`config.mk`:
```
export PLATFORM = sky130hd
export DESIGN_NAME = pc_fetch_unit
export DESIGN_NICKNAME = d
export VERILOG_FILES = /design/src/rtl/pc_fetch_unit.sv
export SDC_FILE = /design/constraint.sdc
export NUM_CORES = 1
export LEC_CHECK = 0
export BUFFER_PORTS_ARGS = -buffer_cell sky130_fd_sc_hd__buf_2
export CAP_MARGIN = 20
export CELL_PAD_IN_SITES_DETAIL_PLACEMENT = 0
export CELL_PAD_IN_SITES_GLOBAL_PLACEMENT = 2
export CORE_ASPECT_RATIO = 1.25
export CORE_UTILIZATION = 33
export DETAILED_ROUTE_END_ITERATION = 12
export GPL_TIMING_DRIVEN = 0
export PLACE_DENSITY_LB_ADDON = 0.1
export SLEW_MARGIN = 0
export SYNTH_ARGS = -nofsm -noshare
export SYNTH_HDL_FRONTEND = slang
export SYNTH_SLANG_ARGS = --single-unit
```
`constraint.sdc`:
```
create_clock -name clk -period 5.47 [get_ports clk]
set_input_delay 0.547 -clock clk [delete_from_list [all_inputs] [get_ports clk]]
set_output_delay 0.547 -clock clk [all_outputs]
set_load 0.03 [all_outputs]
```
`src/rtl/pc_fetch_unit.sv`:
```
`default_nettype none
// ============================================================================
//  Module      : pc_fetch_unit
//  Description : Instruction fetch front end. Keeps at most one outstanding
//                instruction-memory request and a single-entry output buffer
//                toward decode. Handles branch redirects, squashing a response
//                that belongs to a redirected-away request.
//  Ports       : clk, reset            - clock, async active-high reset
//                branch_taken/target   - redirect from branch stage
//                imem_req/addr/gnt     - request channel to instruction memory
//                imem_rvalid/rdata     - response channel from memory
//                id_valid/ready/pc/ir  - handshake toward decode
//                fetch_err             - sticky: response with nothing pending
//  Revision    : 1.0 - initial release
// ============================================================================
module pc_fetch_unit #(
    parameter logic [31:0] RESET_PC = 32'd0,
    parameter logic [31:0] PC_STEP  = 32'd1
) (
    input  logic        clk,
    input  logic        reset,
    input  logic        branch_taken,
    input  logic [31:0] branch_target,
    output logic        imem_req,
    output logic [31:0] imem_addr,
    input  logic        imem_gnt,
    input  logic        imem_rvalid,
    input  logic [31:0] imem_rdata,
    output logic        id_valid,
    input  logic        id_ready,
    output logic [31:0] id_pc,
    output logic [31:0] id_ir,
    output logic        fetch_err
);

    typedef enum logic [1:0] {
        S_REQ  = 2'd0,
        S_WAIT = 2'd1,
        S_HOLD = 2'd2
    } state_t;

    state_t      r_state;
    logic [31:0] r_pc;
    logic [31:0] r_addr_pend;
    logic        r_buf_valid;
    logic [31:0] r_buf_pc;
    logic [31:0] r_buf_ir;
    logic        r_squash;
    logic        r_fetch_err;
    // Low during reset and until the first clock edge after release, so the
    // request appears on that edge rather than the instant reset drops.
    logic        r_run;

    logic        w_xfer;

    assign imem_req  = r_run && (r_state == S_REQ);
    assign imem_addr = r_pc;
    // A redirect cycle must never hand decode a stale instruction.
    assign id_valid  = r_buf_valid && !branch_taken;
    assign id_pc     = r_buf_pc;
    assign id_ir     = r_buf_ir;
    assign fetch_err = r_fetch_err;
    assign w_xfer    = id_valid && id_ready;

    always_ff @(posedge clk or posedge reset) begin
        if (reset) begin
            r_state     <= S_REQ;
            r_pc        <= RESET_PC;
            r_addr_pend <= 32'd0;
            r_buf_valid <= 1'b0;
            r_buf_pc    <= 32'd0;
            r_buf_ir    <= 32'd0;
            r_squash    <= 1'b0;
            r_fetch_err <= 1'b0;
            r_run       <= 1'b0;
        end else begin
            r_run <= 1'b1;
            // Only WAIT expects a response; anything else is a protocol fault.
            if (imem_rvalid && (r_state != S_WAIT)) begin
                r_fetch_err <= 1'b1;
            end
            unique case (r_state)
                S_REQ: begin
                    if (imem_req && imem_gnt) begin
                        r_state     <= S_WAIT;
                        r_addr_pend <= r_pc;
                        if (branch_taken) begin
                            // Granted request is already stale: drop its reply.
                            r_pc     <= branch_target;
                            r_squash <= 1'b1;
                        end else begin
                            r_pc <= r_pc + PC_STEP;
                        end
                    end else if (branch_taken) begin
                        r_pc <= branch_target;
                    end
                end
                S_WAIT: begin
                    if (branch_taken) begin
                        r_pc <= branch_target;
                    end
                    if (imem_rvalid) begin
                        if (r_squash || branch_taken) begin
                            r_squash <= 1'b0;
                            r_state  <= S_REQ;
                        end else begin
                            r_buf_ir    <= imem_rdata;
                            r_buf_pc    <= r_addr_pend;
                            r_buf_valid <= 1'b1;
                            r_state     <= S_HOLD;
                        end
                    end else if (branch_taken) begin
                        // A repeated redirect keeps the single pending discard.
                        r_squash <= 1'b1;
                    end
                end
                S_HOLD: begin
                    if (branch_taken) begin
                        r_pc        <= branch_target;
                        r_buf_valid <= 1'b0;
                        r_state     <= S_REQ;
                    end else if (w_xfer) begin
                        r_buf_valid <= 1'b0;
                        r_state     <= S_REQ;
                    end
                end
                default: begin
                    r_state <= S_REQ;
                end
            endcase
        end
    end

endmodule
`default_nettype wire

```
After elaboration in Yosys (flattened, before gate mapping)
Index checks and enable logic that the tools add are counted.
{"block": "op_classes", "n_eq_ne": 8, "n_reduce_logical": 17, "muxes": 20, "n_bitwise": 1, "n_addsub": 1}
{"operator": "32-bit 2-to-1 mux", "n": 3}
{"operator": "32-bit one-hot mux with 2 select lines", "n": 1}
{"operator": "32-bit by 1-bit adder with 32-bit output (second input constant)", "n": 1}
{"operator": "2-bit 2-to-1 mux", "n": 5}
{"operator": "3-bit AND reduction", "n": 3}
{"operator": "1-bit 2-to-1 mux", "n": 8}
{"operator": "3-bit inequality test (second input constant)", "n": 2}
{"operator": "2-bit one-hot mux with 3 select lines", "n": 1}
{"operator": "2-bit nonzero test", "n": 3}
{"operator": "1-bit logical AND", "n": 5}
{"operator": "2-bit by 1-bit inequality test with 1-bit output (second input constant)", "n": 2}
{"operator": "2-bit inequality test (second input constant)", "n": 2}
{"operator": "1-bit one-hot mux with 2 select lines", "n": 2}
{"operator": "4-bit AND reduction", "n": 1}
{"operator": "2-bit by 1-bit equality test with 1-bit output (second input constant)", "n": 1}
{"operator": "2-bit equality test (second input constant)", "n": 1}
{"operator": "2-bit zero test", "n": 1}
{"operator": "2-bit AND reduction", "n": 1}
{"operator": "2-bit OR reduction", "n": 1}
{"operator": "1-bit zero test", "n": 1}
{"operator": "1-bit logical OR", "n": 1}
{"operator": "1-bit inverter", "n": 1}
{"block": "word_totals", "output_inout_bits": 99, "input_bits": 70, "word_cells": 56, "ff_bits": 134}

Depth between registers and ports, before layout
Gate-level depths: netlist (run 1).
{"block": "depth", "ltp_word": 6, "depth_mapped": 8, "depth_no_buf": 7}

Least setup slack after synthesis (run 1)
OpenSTA, ideal clock, no wires.
{"block": "synth_timing", "path_kind": "flip-flop to flip-flop", "start": "reg r_state[0]", "end": "reg r_pc[14], in the netlist imem_addr[14]", "required_time_ns": 5.344, "path_buffers": 0, "slack_ns": 3.288, "period_less_slack_ns": 2.182, "setup_ns": 0.126, "arrival_ns": 2.056, "stages_incl_launch_ff": 8, "path_cell_list": "dfrtp_1 -> inv_1 -> ha_1 -> nand4b_4 -> or4_4 -> o211ai_2 -> o41ai_1 -> a221o_1"}
{"block": "synth_between", "elab_chain_cells": 5, "elab_cells_between_ends": 9, "classes_between": "eq/ne: 2; mux: 2; reduce/logical: 5"}
{"item": "from (decl)", "line": "42", "text": "state_t r_state;"}
{"item": "from (signal assigned)", "line": "67", "text": "r_state <= S_REQ;"}
{"item": "from (signal assigned)", "line": "85", "text": "r_state <= S_WAIT;"}
{"item": "from (signal assigned)", "line": "105", "text": "r_state <= S_REQ;"}
{"item": "2-bit zero test", "line": "56, 82"}
{"item": "1-bit logical AND", "line": "56", "text": "assign imem_req = r_run && (r_state == S_REQ);"}
{"item": "1-bit logical AND", "line": "84", "text": "if (imem_req && imem_gnt) begin"}
{"item": "32-bit 2-to-1 mux", "line": "84"}
{"item": "32-bit one-hot mux with 2 select lines", "line": "82", "text": "unique case (r_state)"}
{"item": "to (signal assigned)", "line": "89", "text": "r_pc <= branch_target;"}
{"item": "to (signal assigned)", "line": "92", "text": "r_pc <= r_pc + PC_STEP;"}
{"item": "to (signal assigned)", "line": "95", "text": "r_pc <= branch_target;"}
{"item": "to (decl)", "line": "43", "text": "logic [31:0] r_pc;"}
Parallel ways exist; a longest one is shown, timed or not.
A chain may end at the register's enable or synchronous reset.

Worst setup path in the final report (run 1)
{"block": "layout_timing", "start": "reg r_state[1]", "end": "reg r_buf_pc[13], in the netlist id_pc[13]"}
{"block": "layout_between", "elab_chain_cells": 2}
{"item": "2-bit by 1-bit equality test with 1-bit output", "line": "82"}
{"item": "3-bit AND reduction (no source line)"}
{"item": "to (signal assigned)", "line": "108", "text": "r_buf_pc <= r_addr_pend;"}
{"item": "to (decl)", "line": "46", "text": "logic [31:0] r_buf_pc;"}
Every way passes these cells.

==> results.txt, run 1 <==
----------------------------------------------------
[Synth]
  Xor/xnor cell area share of the yosys netlist ... 0%
  Share of synthesized cell area in and, or, nand and nor gates ... 13.37%
  Adder and majority gate portion of the synthesized area ... 1.244%
  Cell types occupying the most area after synthesis ... sky130_fd_sc_hd__dfrtp_1 56%, sky130_fd_sc_hd__mux2_2 18%, sky130_fd_sc_hd__nor2_1 2.1%
  Fraction of post-synthesis cell area in the top cell type by area ... a little under three fifths
  Netlist cell types ... 50
  Main combinational cell family by area after synthesis ... multiplexers
  Fraction of registers with async set/reset ... between 90% and 100%
  Yosys warning count ... 0
  Number of enable-type register cells in the synthesized netlist ... 0
  Mux contribution to synthesized area ... a little under a fifth
  Top_reg_cell synth ... sky130_fd_sc_hd__dfrtp_1
  Summed instance area of the synthesized netlist ... between 0.006 and 0.007 mm²
  Post-Syn Nets ... between 500 and 600
  Syn avg cell area ... approximately 12 µm²
  Post-synthesis compound-gate area fraction ... 9.247%
  Register area share after synthesis ... 55.57%
  Synthesized flop and latch total ... 134
  Number of cells produced by synthesis ... 504
  Cell type with the largest total area after synthesis ... sky130_fd_sc_hd__dfrtp_1

[Critical path]
  Launching instance or port of the critical path ... r_state[1]$_DFFE_PP0P_
  Endpoint of the worst setup timing path ... id_pc[13]$_DFFE_PP0P_
  Required time reported for the critical path endpoint ... 5770 ps
  Stages on the worst setup path ... 7
  Cell count of the worst reg-to-reg path ... 7
  CP max FO ... 10
  Startpoint type of the worst setup path ... flop
  Kind of critical path ... flop to flop
  Kind of cell adding the most delay to the critical path ... buffers and inverters
  Worst path buffer plus inverter count ... 3
  RR Startpoint ... r_state[1]$_DFFE_PP0P_
  Slowest library cell on the worst path ... sky130_fd_sc_hd__nor3_1
  CP Data Arrival Time ... 3070 ps
  CP max stage delay ... around 500 ps
  Flop-to-flop setup slack ... 2700 ps
  Endpoint class of the critical path ... flop
  Cells traversed along the worst timing path ... inv_1 -> ha_1 -> nand2_1 -> nor3_1 -> clkbuf_1 -> buf_2 -> mux2_2
  Crit Reg-Reg Endpoint ... id_pc[13]$_DFFE_PP0P_

[Cells and area]
  Most common cell after layout, fill and taps aside ... sky130_fd_sc_hd__buf_2
  Signed area change from the synthesized netlist to the final layout ... 28.47%
  Number of antenna repair diodes ... 0
  Fin nets ... 767
  Final cell count without fillers ... 928
  Fraction of final layout cells with drive strength greater than 1 ... 44.46%
  Commonest cells after routing, fill and taps aside ... 172 x sky130_fd_sc_hd__buf_2, 134 x sky130_fd_sc_hd__dfrtp_1, 94 x sky130_fd_sc_hd__mux2_2

[Placement]
  Quantity of I/O buffers inserted on ports ... 167
  Sum of net half-perimeters after detailed placement ... between 10 and 15 mm
  Number of instances in the placed design ... 896
  RePlAce Congestion ... 0.7917
  DP Worst Slack ... 2653 ps

[Floorplanning]
  Initial core utilization ... between 30% and 40%
  Area of the core region ... 0.01770 mm²
  Die X-Extent ... between 100 and 150 µm
  Area enclosed by the die boundary ... 0.01883 mm²
  # IOs ... 169
  Number of core rows ... 54
  Floorplan die height ... around 150 µm

[Clock network]
  Clock Sinks ... 134
  Total of cells resized after clock tree synthesis ... 0
  Clk Latency, worst-skew pair ... ~430 ps
  CTS Root Buffer Type ... sky130_fd_sc_hd__clkbuf_16
  Longest Clk Path Bufs ... 2
  Clock tree from TritonCTS ... done
  Post CTS Setup Buffer Count ... 0
  Number of hold-repair buffers added at the cts stage ... 0
  Total CTS buffers ... 17
  Level count of the clock H-tree ... 4
  Clock input transition at the sequential cells of the worst setup and hold paths ... ~60 ps

[Power and ir drop]
  Sequential group share of total power ... 37.2%
  Proportion of total power due to net switching ... 40.39%
  Internal ... 2.697 mW
  Largest vdd supply drop ... 0.2580 mV
  Leakage power of the design ... 3.543 nW
  Total Power Consumption ... 4.524 mW
  Combinational cell fraction of total power ... 38.5%
  Ratio of total power to cell area ... 583.6 mW/mm²
  Proportion of power drawn by the clock network ... around 24%
  Net switching power figure ... 1.827 mW

[STA]
  Final clock skew ... ~10 ps
  Transition time at the pin with the least slew margin ... roughly 740 ps
  Total count of max-transition violations in the final report ... 0
  Final setup violating endpoints ... 0
  RSZ-0062 raised after global routing ... no
  Crit share post-route ... 50.56%
  Max-Slew Margin vs Limit ... between 50% and 60%
  Clock period minus worst slack ... 2766 ps
  Number of hold-slack violations in the final timing report ... 0
  Setup TNS ... 0 ps
  Hold WS ... 203.2 ps
  Final critical-path setup slack ... 2704 ps
  Maximum clock frequency ... 0.3616 GHz

[Drt]
  WL/cell ... 19.03 µm
  Initial drt markers ... 215
  Sum of routed wire length over all layers ... around 18 mm
  Number of routed nets with antenna violations ... 0
  Vias ... 4818
  Routed via count divided by cell count ... slightly above 5
  Final routed DRC violation total ... 0
  Router iterations before antenna repair ... 4

[Global route]
  Via count of the first global-routing pass ... 4868
  Total grt overflow ... 0
  Global routing usage summed across all routing layers ... roughly a fifth
  Wire length of the first global-routing pass ... 27.58 mm
  Antenna violations before repair ... 0
  Pin count of the biggest net entering global routing ... 74

[Job]
  Number of violations of the max-capacitance limit ... 0

[Worst hold path]
  Path type of the worst min-delay path ... input pin to async pin

[Status]
  Result of the run ... finished, final reports clean

----------------------------------------------------
## Yosys cell counts, types with 2 or more instances
| cell | count |
|---|---|
| sky130_fd_sc_hd__buf_2 | 5 |
| sky130_fd_sc_hd__a22oi_1 | 10 |
| sky130_fd_sc_hd__a211oi_1 | 5 |
| sky130_fd_sc_hd__inv_1 | 12 |
| sky130_fd_sc_hd__o22ai_1 | 10 |
| sky130_fd_sc_hd__and3_1 | 7 |
| sky130_fd_sc_hd__buf_1 | 3 |
| sky130_fd_sc_hd__nor4_1 | 12 |
| sky130_fd_sc_hd__nand2_1 | 28 |
| sky130_fd_sc_hd__a32oi_1 | 3 |
| sky130_fd_sc_hd__dfrtp_1 | 134 |
| sky130_fd_sc_hd__nand4_1 | 9 |
| sky130_fd_sc_hd__mux2i_1 | 3 |
| sky130_fd_sc_hd__o21a_1 | 3 |
| sky130_fd_sc_hd__or3_1 | 2 |
| sky130_fd_sc_hd__clkbuf_1 | 18 |
| sky130_fd_sc_hd__mux2_2 | 94 |
| sky130_fd_sc_hd__nor4_4 | 3 |
| sky130_fd_sc_hd__nor3_1 | 11 |
| sky130_fd_sc_hd__o311ai_0 | 3 |
| sky130_fd_sc_hd__a21oi_1 | 11 |
| sky130_fd_sc_hd__a22o_1 | 2 |
| sky130_fd_sc_hd__nor2b_1 | 3 |
| sky130_fd_sc_hd__nand3_1 | 25 |
| sky130_fd_sc_hd__nor2_1 | 34 |
| sky130_fd_sc_hd__nand3_2 | 2 |
| sky130_fd_sc_hd__a311o_1 | 2 |
| sky130_fd_sc_hd__o21ai_0 | 23 |
| sky130_fd_sc_hd__ha_1 | 6 |
## state kept, by name, summed over array words and instances, names as in the netlist
register     count
fetch_err        1
id_ir           32
id_pc           32
imem_addr       32
r_addr_pend     32
r_buf_valid      1
r_run            1
r_squash         1
r_state          2
## metrics by stage
stage               utilization (%)  instance area (µm²)
floorplan                         -                 6035
global route                  43.79                 7752
CTS                           43.79                 7752
finish                        43.79                 7752
global placement              40.39                 7151
detailed placement            40.58                 7183
## routing by layer
layer | up-vias | GRT usage [%] | wire (µm)
li1 | 2229 | - | -
met1 | 2441 | 24.10 | 7465
met2 | 127 | 33.73 | 9147
met3 | 21 | 3.843 | 740
met4 | 0 | 7.491 | 310
met5 | - | 0 | 0
## cell type report
| type | instances | area (µm²) |
|---|---|---|
| well taps | 224 | 280.3 |
| inverters | 12 | 50.05 |
| repair buffers | 168 | 863.3 |
| fillers | 1742 | 9950 |
| flip-flops and latches | 134 | 3353 |
| multi-input cells | 332 | 2532 |
| plain buffers | 26 | 103.9 |
| clock buffers | 20 | 446.7 |
| clock inverters | 12 | 122.6 |
## power groups by stage
stage	Sequential, mW	Clock (mW)	Combinational, mW
floorplan	2.22	0	0.677
detailed placement	1.71	0	1.77
CTS	1.69	1.13	1.77
finish	1.68	1.10	1.74
global route	1.75	1.17	1.87
global placement	1.68	0	1.74
## cells by family after synthesis
kind of cell / after synthesis
simple gates: 145
other cells: 1
mux: 97
fa+ha+maj: 6
compound gates: 83
buf+inv: 38
flops: 134
## worst min path at each step
stage / from / to / slack [ps] / cells past startpoint
3_5_place_dp: fetch_err$_DFFE_PP0P_ / fetch_err$_DFFE_PP0P_ / 440 / 1
2_1_floorplan: r_addr_pend[10]$_DFFE_PP0P_ / r_addr_pend[10]$_DFFE_PP0P_ / 440 / 2
3_3_place_gp: fetch_err$_DFFE_PP0P_ / fetch_err$_DFFE_PP0P_ / 440 / 1
4_1_cts: reset / id_ir[9]$_DFFE_PP0P_ / 220 / 2
5_1_grt: reset / id_ir[9]$_DFFE_PP0P_ / 240 / 2
6_report: reset / id_ir[16]$_DFFE_PP0P_ / 200 / 2
## worst reg2reg max path, stage by stage (launching register included)
cell and delay [ps]:
sky130_fd_sc_hd__dfrtp_1 400, sky130_fd_sc_hd__inv_1 130, sky130_fd_sc_hd__ha_1 240, sky130_fd_sc_hd__nand2_1 110, sky130_fd_sc_hd__nor3_1 500, sky130_fd_sc_hd__clkbuf_1 480
sky130_fd_sc_hd__buf_2 400, sky130_fd_sc_hd__mux2_2 390
No activity file was read; power rests on OpenSTA's default activity.
==> inputs of run 2 (changes only) <==
clock period = 2.8 ns   (was 5.47 ns; I/O delays follow)
==> run 2 against run 1 <==
Effect of this change: flip-flop and latch count unchanged; highest routed layer unchanged; utilization is 0.44 points higher; worst hold slack worse by 180 ps; routed wire length up 0.57%; global-route usage grew 0.21 points; first-iteration DRC count is 27% higher; non-clock buffer count up 1.
==> results.txt, run 2 (same netlist as run 1, synthesis figures left out) <==
----------------------------------------------------
[Global route]
  Total grt overflow ... 0 (unchanged)
  Wire length of the first global-routing pass ... 27.94 mm (was 27.58 mm)
  Global routing usage summed across all routing layers ... 19.92% (was 19.70%)
  Pin count of the biggest net entering global routing ... 40 (was 74)
  Via count of the first global-routing pass ... 4998 (was 4868)
  Antenna violations before repair ... 0 (unchanged)

[Critical path]
  Flop-to-flop setup slack ... 190 ps (was 2700 ps)
  Launching instance or port of the critical path ... r_state[1]$_DFFE_PP0P_ (unchanged)
  RR Startpoint ... r_state[1]$_DFFE_PP0P_ (unchanged)
  Cell count of the worst reg-to-reg path ... 7 (unchanged)
  Required time reported for the critical path endpoint ... 3090 ps (was 5770 ps)
  Cells traversed along the worst timing path ... inv_1 -> ha_1 -> nand2_1 -> nor3_1 -> clkbuf_2 -> buf_2 -> mux2_2 (was inv_1 -> ha_1 -> nand2_1 -> nor3_1 -> clkbuf_1 -> buf_2 -> mux2_2)
  Kind of critical path ... flop to flop (unchanged)
  CP max FO ... 10 (unchanged)
  Slowest library cell on the worst path ... sky130_fd_sc_hd__nor3_1 (unchanged)
  Startpoint type of the worst setup path ... flop (unchanged)
  Endpoint class of the critical path ... flop (unchanged)
  Crit Reg-Reg Endpoint ... id_pc[10]$_DFFE_PP0P_ (was id_pc[13]$_DFFE_PP0P_)
  CP Data Arrival Time ... 2910 ps (was 3070 ps)
  Endpoint of the worst setup timing path ... id_pc[10]$_DFFE_PP0P_ (was id_pc[13]$_DFFE_PP0P_)
  CP max stage delay ... 500 ps (about the same)

[Drt]
  Initial drt markers ... 274 (was 215)
  Routed via count divided by cell count ... 5.118 (was 5.192)
  Sum of routed wire length over all layers ... 17.76 mm (was 17.66 mm)
  Final routed DRC violation total ... 0 (unchanged)
  Vias ... 4755 (was 4818)
  Number of routed nets with antenna violations ... 0 (unchanged)
  Router iterations before antenna repair ... 4 (unchanged)
  WL/cell ... 19.12 µm (was 19.03 µm)

[Floorplanning]
  Die X-Extent ... 123.0 µm (unchanged)
  Area of the core region ... 0.01770 mm² (unchanged)
  # IOs ... 169 (unchanged)
  Floorplan die height ... 153.2 µm (unchanged)
  Number of core rows ... 54 (unchanged)
  Initial core utilization ... 34.09% (unchanged)
  Area enclosed by the die boundary ... 0.01883 mm² (unchanged)

[Cells and area]
  Number of antenna repair diodes ... 0 (unchanged)
  Final cell count without fillers ... 929 (was 928)
  Commonest cells after routing, fill and taps aside ... 172 x sky130_fd_sc_hd__buf_2, 134 x sky130_fd_sc_hd__dfrtp_1, 94 x sky130_fd_sc_hd__mux2_2 (unchanged)
  Fin nets ... 768 (was 767)
  Most common cell after layout, fill and taps aside ... sky130_fd_sc_hd__buf_2 (unchanged)
  Signed area change from the synthesized netlist to the final layout ... 29.75% (was 28.47%)
  Fraction of final layout cells with drive strength greater than 1 ... 44.96% (was 44.46%)

[Power and ir drop]
  Proportion of power drawn by the clock network ... 25.6% (was 24.3%)
  Sequential group share of total power ... 36.5% (was 37.2%)
  Combinational cell fraction of total power ... 37.9% (was 38.5%)
  Ratio of total power to cell area ... 1153 mW/mm² (was 583.6 mW/mm²)
  Total Power Consumption ... 9.026 mW (was 4.524 mW)
  Largest vdd supply drop ... 0.4238 mV (was 0.2580 mV)
  Net switching power figure ... 3.537 mW (was 1.827 mW)
  Internal ... 5.489 mW (was 2.697 mW)
  Proportion of total power due to net switching ... 39.18% (was 40.39%)
  Leakage power of the design ... 3.587 nW (was 3.543 nW)

[Clock network]
  Longest Clk Path Bufs ... 2 (unchanged)
  Clock input transition at the sequential cells of the worst setup and hold paths ... 60 ps (about the same)
  Level count of the clock H-tree ... 4 (unchanged)
  Clock tree from TritonCTS ... done (unchanged)
  Clock Sinks ... 134 (unchanged)
  CTS Root Buffer Type ... sky130_fd_sc_hd__clkbuf_16 (unchanged)
  Total CTS buffers ... 17 (unchanged)
  Clk Latency, worst-skew pair ... 410 ps (was 430 ps)

[STA]
  Final clock skew ... 9.949 ps (was 9.892 ps)
  Final setup violating endpoints ... 0 (unchanged)
  Maximum clock frequency ... 0.3825 GHz (was 0.3616 GHz)
  Number of hold-slack violations in the final timing report ... 0 (unchanged)
  Crit share post-route ... 93.38% (was 50.56%)
  Clock period minus worst slack ... 2615 ps (was 2766 ps)
  Total count of max-transition violations in the final report ... 0 (unchanged)
  RSZ-0062 raised after global routing ... no (unchanged)
  Max-Slew Margin vs Limit ... 44.69% (was 50.28%)
  Transition time at the pin with the least slew margin ... 827.9 ps (was 743.0 ps)

[Status]
  Result of the run ... finished, final reports clean (unchanged)

[Worst hold path]
  Path type of the worst min-delay path ... input pin to async pin (unchanged)

[Placement]
  Quantity of I/O buffers inserted on ports ... 167 (unchanged)
  Sum of net half-perimeters after detailed placement ... 13.18 mm (was 12.93 mm)
  Number of instances in the placed design ... 898 (was 896)
  RePlAce Congestion ... 0.7990 (was 0.7917)

[Job]
  Number of violations of the max-capacitance limit ... 0 (unchanged)

----------------------------------------------------
[run 2: cell count changes in the layout (fill, tap and decap cells not counted), sizes merged]
cell,before,now
bufinv,1,3
inv,15,12
buf,176,178
[run 2: routing by layer]
| layer | track usage, % | up-vias | part of all wire (%) |
|---|---|---|---|
| li1 | - | 2234 | - |
| met1 | 23.99 | 2375 | 41 |
| met2 | 34.51 | 130 | 52 |
| met3 | 4.925 | 16 | 5.1 |
| met4 | 5.981 | 0 | 1.3 |
| met5 | 0 | - | 0 |
[run 2: repair_timing]
item | 4_1_cts | 5_1_grt
hold buffers | 0 | 0
setup buffers | 0 | 0
endpoints found under the setup margin | 22 | 1
endpoints found under the hold margin | 0 | 0
resized for setup | 1 | 0
[run 2: through the flow]
step           setup TNS, ps  setup slack, ps  hold slack [ps]  instance area, µm²  util (%)
6_report                   0            185.4            24.15                7830     44.23
5_1_grt                    0            15.29            67.78                7830     44.23
4_1_cts                    0            138.9            34.47                7834     44.25
3_5_place_dp          -11.04           -5.714            448.7                7214     40.75
3_3_place_gp           -8190           -70.69            440.8                7154     40.42
2_1_floorplan              0            617.7            395.7                6038         -
[run 2: power groups by stage]
stage	Combinational [mW]	Sequential (mW)	Clock, mW
after global placement	3.39	3.29	0
after detailed placement	3.46	3.34	0
after floorplan	1.32	4.34	0
after global routing	3.66	3.42	2.47
after CTS	3.47	3.31	2.38
final	3.42	3.30	2.31
[run 2: area by class of cell]
cell class / count / area [µm²]
clock buffers: 21 / 470.5
plain buffers: 25 / 101.3
flip-flops and latches: 134 / 3353
repair buffers: 170 / 895.9
well taps: 224 / 280.3
clock inverters: 11 / 147.6
fillers: 1745 / 9872
inverters: 12 / 48.80
multi-input cells: 332 / 2532
[run 2: worst min path at each step]
stage,endpoint,slack (ps)
after floorplan,imem_addr[11]$_DFFE_PP0P_,400
after global placement,fetch_err$_DFFE_PP0P_,440
after detailed placement,fetch_err$_DFFE_PP0P_,450
after CTS,id_ir[15]$_DFFE_PP0P_,30
after global routing,id_ir[8]$_DFFE_PP0P_,70
final,id_ir[8]$_DFFE_PP0P_,20
[run 2: critical path, delay by kind of cell, from the launching register on]
kind / cells / cell delay [ps]
multiplexers: 1 / 390
AND/OR/NAND/NOR: 2 / 620
flip-flops: 1 / 400
adder cells (fa/ha/maj): 1 / 250
buffers and inverters: 3 / 850
